### src/rtl/pulse_stretch_led.sv
// Stretches single-cycle event pulses into visible LED blinks (ON_CYCLES high, OFF_CYCLES low),
// queueing events that arrive mid-blink in a saturating counter and replaying them in order.
module pulse_stretch_led #(
  parameter int CNT_W      = 16,
  parameter int ON_CYCLES  = 65535,
  parameter int OFF_CYCLES = 65535,
  parameter int QUEUE_W    = 4
) (
  input  logic               clk,
  input  logic               rst,
  input  logic               pulse_in,
  input  logic               clr_ovf,
  output logic               led_out,
  output logic               busy,
  output logic [QUEUE_W-1:0] pending,
  output logic               overflow
);

  typedef enum logic [1:0] {
    ST_IDLE = 2'd0,
    ST_ON   = 2'd1,
    ST_OFF  = 2'd2
  } state_t;

  localparam logic [CNT_W-1:0]   ON_LAST   = CNT_W'(ON_CYCLES - 1);
  localparam logic [CNT_W-1:0]   OFF_LAST  = CNT_W'(OFF_CYCLES - 1);
  localparam logic [CNT_W-1:0]   CNT_ONE   = CNT_W'(1'b1);
  localparam logic [QUEUE_W-1:0] PEND_ONE  = QUEUE_W'(1'b1);
  localparam logic [QUEUE_W-1:0] PEND_MAX  = {QUEUE_W{1'b1}};
  localparam logic [QUEUE_W-1:0] PEND_ZERO = {QUEUE_W{1'b0}};
  localparam logic [CNT_W-1:0]   CNT_ZERO  = {CNT_W{1'b0}};

  state_t             state_r, state_s;
  logic [CNT_W-1:0]   cnt_r, cnt_s;
  logic               led_r, led_s;
  logic               busy_r, busy_s;
  logic [QUEUE_W-1:0] pend_r, pend_s;
  logic               ovf_r, ovf_s;
  logic               start_s, from_q_s, inc_s, dec_s, ovf_set_s, avail_s;

  // Next-state, timer, queue and sticky-overflow computation.
  always_comb begin
    state_s   = state_r;
    cnt_s     = cnt_r;
    led_s     = led_r;
    pend_s    = pend_r;
    ovf_s     = ovf_r;
    start_s   = 1'b0;
    from_q_s  = 1'b0;
    inc_s     = 1'b0;
    dec_s     = 1'b0;
    ovf_set_s = 1'b0;
    avail_s   = pulse_in || (pend_r != PEND_ZERO);

    case (state_r)
      ST_IDLE: begin
        if (avail_s) begin
          start_s = 1'b1;
        end else begin
          cnt_s = CNT_ZERO;
        end
      end
      ST_ON: begin
        if (cnt_r == ON_LAST) begin
          state_s = ST_OFF;
          cnt_s   = CNT_ZERO;
          led_s   = 1'b0;
        end else begin
          cnt_s = cnt_r + CNT_ONE;
        end
      end
      ST_OFF: begin
        // A waiting event restarts straight from the last OFF cycle so the gap stays exact.
        if (cnt_r == OFF_LAST) begin
          if (avail_s) begin
            start_s = 1'b1;
          end else begin
            state_s = ST_IDLE;
            cnt_s   = CNT_ZERO;
          end
        end else begin
          cnt_s = cnt_r + CNT_ONE;
        end
      end
      default: begin
        state_s = ST_IDLE;
        cnt_s   = CNT_ZERO;
        led_s   = 1'b0;
      end
    endcase

    if (start_s) begin
      state_s  = ST_ON;
      cnt_s    = CNT_ZERO;
      led_s    = 1'b1;
      from_q_s = (pend_r != PEND_ZERO);
    end else begin
      from_q_s = 1'b0;
    end

    // A pulse is queued unless it directly fed a start this cycle.
    inc_s = pulse_in && !(start_s && !from_q_s);
    dec_s = start_s && from_q_s;

    if (inc_s && !dec_s) begin
      if (pend_r != PEND_MAX) begin
        pend_s = pend_r + PEND_ONE;
      end else begin
        ovf_set_s = 1'b1;
      end
    end else if (dec_s && !inc_s) begin
      pend_s = pend_r - PEND_ONE;
    end else begin
      pend_s = pend_r;
    end

    if (ovf_set_s) begin
      ovf_s = 1'b1;
    end else if (clr_ovf) begin
      ovf_s = 1'b0;
    end else begin
      ovf_s = ovf_r;
    end

    busy_s = (state_s != ST_IDLE);
  end

  // State and output registers with synchronous reset.
  always_ff @(posedge clk) begin
    if (rst) begin
      state_r <= ST_IDLE;
      cnt_r   <= CNT_ZERO;
      led_r   <= 1'b0;
      busy_r  <= 1'b0;
      pend_r  <= PEND_ZERO;
      ovf_r   <= 1'b0;
    end else begin
      state_r <= state_s;
      cnt_r   <= cnt_s;
      led_r   <= led_s;
      busy_r  <= busy_s;
      pend_r  <= pend_s;
      ovf_r   <= ovf_s;
    end
  end

  assign led_out  = led_r;
  assign busy     = busy_r;
  assign pending  = pend_r;
  assign overflow = ovf_r;

endmodule
### config.mk
export PLATFORM = sky130hd
export DESIGN_NAME = pulse_stretch_led
export DESIGN_NICKNAME = d
export VERILOG_FILES = /design/src/rtl/pulse_stretch_led.sv
export SDC_FILE = /design/constraint.sdc
export NUM_CORES = 1
export LEC_CHECK = 0
export CORE_ASPECT_RATIO = 1.5
export CORE_MARGIN = 2
export CORE_UTILIZATION = 45
export CTS_BUF_LIST = sky130_fd_sc_hd__clkbuf_4
export CTS_CLUSTER_DIAMETER = 150
export CTS_CLUSTER_SIZE = 40
export DETAILED_ROUTE_END_ITERATION = 10
export GPL_TIMING_DRIVEN = 0
export HOLD_SLACK_MARGIN = 0.15
export REMOVE_ABC_BUFFERS = 1
export SYNTH_ARGS = -nofsm -noshare
export SYNTH_HDL_FRONTEND = slang
export SYNTH_SLANG_ARGS = --single-unit
### constraint.sdc
create_clock -name clk -period 4.9 [get_ports clk]
set_clock_uncertainty 0.2 [all_clocks]
set_input_delay 0.735 -clock clk [delete_from_list [all_inputs] [get_ports clk]]
set_output_delay 0.735 -clock clk [all_outputs]
set_load 0.01 [all_outputs]
==> impl_metrics.json <==
{
  "status": "complete, no violations",
  "antennaDiodeCount": 0,
  "crit_fanout": 6,
  "tritoncts": "done",
  "yosysWarningCount": 0,
  "synth_area_per_cell_um2": 8.45,
  "clock_tree.htree_level_count": 1,
  "p_sw_w": 0.000210,
  "remaining_drc_errors": 0,
  "critPathMostFrequentCell": "sky130_fd_sc_hd__a21oi_1",
  "vias_per_cell": 5.82,
  "crit_path_top_delay_cell": "sky130_fd_sc_hd__a2111oi_0",
  "post_synth_design_cell_area_um2": 1470,
  "power.share.switching_pct": 36.6,
  "post_synth_xor_area_fraction_pct": 7.15,
  "intPower_w": 0.000364,
  "synthMuxAreaShare_pct": 2.81,
  "ir_drop_v": 0.000248,
  "setup_viol": 0,
  "sequential_cell_area_um2": 500,
  "totalWireLength_um": 3210,
  "post-route-period-util_pct": 69.9,
  "globalRouteOverflowTotal": 0,
  "fin_setup_tns_ps": 0,
  "gp_routability_congestion": 0.900,
  "ys_seq_elements": 25,
  "timing_worst_slew_pin_value_ps": 955,
  "cp-end-kind": "flip-flop",
  "clock-root-buffer": "sky130_fd_sc_hd__clkbuf_4",
  "placement_rows": 25,
  "finalWorstPathRequiredPeriod_ps": 3430,
  "synthToLayoutAreaGrowth_pct": 9.96,
  "share_clk_of_total_power_pct": 16.3,
  "cts_repair_resize_count": 0,
  "min_delay_worst_type": "flip-flop to flip-flop",
  "die_height_um": 74.0,
  "floorplan.initialDensity_pct": 47.0,
  "power.share.combinational_pct": 37.6,
  "ctsLongestPathBuffers": 2,
  "drive_above_1_share_pct": 7.18,
  "cts_hold_buf": 0,
  "grt_start_max_net_pins": 19,
  "ys_async_sr_fraction_pct": 0,
  "cp_cell_sequence": "nand3_2 -> nor4_4 -> a21oi_1 -> nand2_1 -> ha_1 -> a21o_1 -> a2111oi_0 -> nand3b_1 -> a21oi_1 -> a311o_1",
  "start_kind": "flip-flop",
  "synth.yosys.seq_area_share_pct": 34.0,
  "insertion_delay_to_the_later_sink_of_the_worst_skew_pair_ps": 310,
  "fillerInstances": 303,
  "synth_top_family_by_area": "simple AND/OR/NAND/NOR gates",
  "portion_of_total_power_attributed_to_sequential_cells_pct": 46.2,
  "grt.total_usage_pct": 19.0,
  "maxSlewViolCount": 0,
  "hold_violations": 0,
  "synth-simple-area-share_pct": 28.6,
  "cap_viol_max_count": 0,
  "dr_total_vias": 1287,
  "syn_inst": 174,
  "p_per_area_nw_per_um2": 355,
  "critPathRequiredTime_ps": 4920,
  "io_buffer_count": 10,
  "floorplan_die_area_um2": 3750,
  "multi_input_comb_area_um2": 920,
  "wire_length_of_the_first_global_routing_pass_um": 5460,
  "drt-pass1-iter-count": 4,
  "cp_slowest_stage_delay_ps": 560,
  "synth-adder-area-share_pct": 4.77,
  "nets": 191,
  "die_w_um": 50.7,
  "fmaxAchievable_mhz": 292,
  "dp_hpwl_um": 2440,
  "unrepaired_setup_endpoints_after_global_routing": "no",
  "cts_post_setup_buffers_inserted": 0,
  "grt_pass1_vias": 1174,
  "post_synth_num_cell_types": 48,
  "synth_compound_gate_area_share_pct": 19.2,
  "route.detailed.wl_per_inst_um": 14.5,
  "ios": 11,
  "core_area_um2": 3130,
  "clock-sinks": 25,
  "number_of_enable_flip_flop_cells_after_synthesis": 0,
  "critical_path_type": "flip-flop to flip-flop",
  "antenna_found_initial": 0,
  "clkSlewWorstSetupHoldPaths_ps": 140,
  "leakagePower_nw": 0.538,
  "antenna_violating_nets_post_route": 0,
  "cts-buffers-inserted": 3,
  "slew_headroom_pct": 36.0,
  "finalHoldWorstSlack_ps": 297,
  "yosys_most_used_dff": "sky130_fd_sc_hd__dfxtp_1",
  "drtIter0Drc": 39,
  "arrival_ps": 3450
}
## state kept, by name (all words and copies together) (netlist names)
| signal | flops |
|---|---|
| busy | 1 |
| cnt_r | 16 |
| led_out | 1 |
| overflow | 1 |
| pending | 4 |
| state_r | 2 |
## synthesized netlist by cell type (all sizes together), types with 2 or more instances
cell type | n | area share (%)
a2111oi | 2 | 1.2
a211o | 2 | 1.2
a211oi | 2 | 1.0
a21oi | 16 | 5.7
and4 | 2 | 1.2
buf | 2 | 0.85
clkbuf | 5 | 1.3
dfxtp | 25 | 34
ha | 4 | 3.4
inv | 5 | 1.3
mux2i | 3 | 2.0
nand2 | 14 | 3.6
nand3 | 10 | 4.6
nand3b | 2 | 1.0
nand4 | 4 | 1.7
nor2 | 22 | 5.6
nor2b | 3 | 1.3
nor3 | 2 | 0.68
nor4 | 4 | 3.1
o211ai | 3 | 1.5
o21ai | 8 | 2.7
or3 | 3 | 1.3
or3b | 2 | 1.2
or4 | 2 | 1.3
xnor2 | 4 | 2.4
xor2 | 8 | 4.8
## final cells by class
cell class / count / share of cell area [%]
clock inverter: 1 / 0.310
tap: 40 / 3.10
multi-input combinational: 137 / 56.9
sequential: 25 / 31.0
timing repair buffer: 10 / 6.19
clock buffer: 3 / 1.39
inverter: 5 / 1.16
## power by group through the flow
stage          Clock [W]  Sequential, W  Combinational [W]
6_report       0.0000934       0.000265           0.000216
5_1_grt         0.000106       0.000270           0.000241
4_1_cts        0.0000970       0.000265           0.000218
3_5_place_dp           0       0.000270           0.000216
3_3_place_gp           0       0.000267           0.000213
2_1_floorplan          0       0.000270           0.000138
## metal layers
metal  track usage (%)  up-vias  wire length [µm]
met5                 0        -                 0
met1              22.7      607              1360
met3              2.41        4                93
met2              34.2       27              1710
li1                  -      649                 -
met4              7.81        0                44
## final timing paths
path              slack (ps)                 from                       to  depth (start not counted)
setup / recovery        1470  cnt_r[6]$_SDFF_PP0_  pending[3]$_SDFFE_PP0P_                         10
hold / removal           300  cnt_r[0]$_SDFF_PP0_      cnt_r[0]$_SDFF_PP0_                          1
setup reg to reg        1470  cnt_r[6]$_SDFF_PP0_  pending[3]$_SDFFE_PP0P_                         10
hold reg to reg          300  cnt_r[0]$_SDFF_PP0_      cnt_r[0]$_SDFF_PP0_                          1
## critical path: cells and delay by family, from the launching register on
kind	cells	cell delay [ps]
compound gates	5	1370
simple gates	4	1050
flops	1	470
fa+ha+maj	1	260
## through the flow
step	setup slack [ps]	cell area, µm²	instances	util [%]	total power (W)
finish	1470	1620	221	51.7	0.000575
global route	1240	1620	221	51.7	0.000617
CTS	1490	1620	221	51.7	0.000580
detailed placement	1500	1590	217	50.8	0.000486
global placement	1570	1590	217	50.8	0.000480
floorplan	1950	1440	167	-	0.000408
## logic make-up after synthesis
group	after synthesis
simple gates	74
compound gates	42
flops	25
xor+xnor	12
buf+inv	12
fa+ha+maj	5
mux	4
## cell usage in the layout (no fill, tap or decap), drive strengths merged, types with 2 or more instances in the layout
| master | netlist | final |
|---|---|---|
| ha | 4 | 4 |
| or4 | 2 | 2 |
| or3b | 2 | 2 |
| nor3 | 2 | 2 |
| o21ai | 8 | 8 |
| nand3b | 2 | 2 |
| a211o | 2 | 2 |
| nor2b | 3 | 3 |
| nand3 | 10 | 10 |
| xor2 | 8 | 8 |
| a211oi | 2 | 2 |
| nor2 | 22 | 22 |
| clkdlybuf4s50 | 0 | 10 |
| nand4 | 4 | 4 |
| xnor2 | 4 | 4 |
| nand2 | 14 | 14 |
| dfxtp | 25 | 25 |
| a2111oi | 2 | 2 |
| or3 | 3 | 3 |
| a21oi | 16 | 16 |
| inv | 5 | 5 |
| o211ai | 3 | 3 |
| nor4 | 4 | 4 |
| clkbuf | 5 | 3 |
| mux2i | 3 | 3 |
| and4 | 2 | 2 |
(Power assumes the default switching activity.)
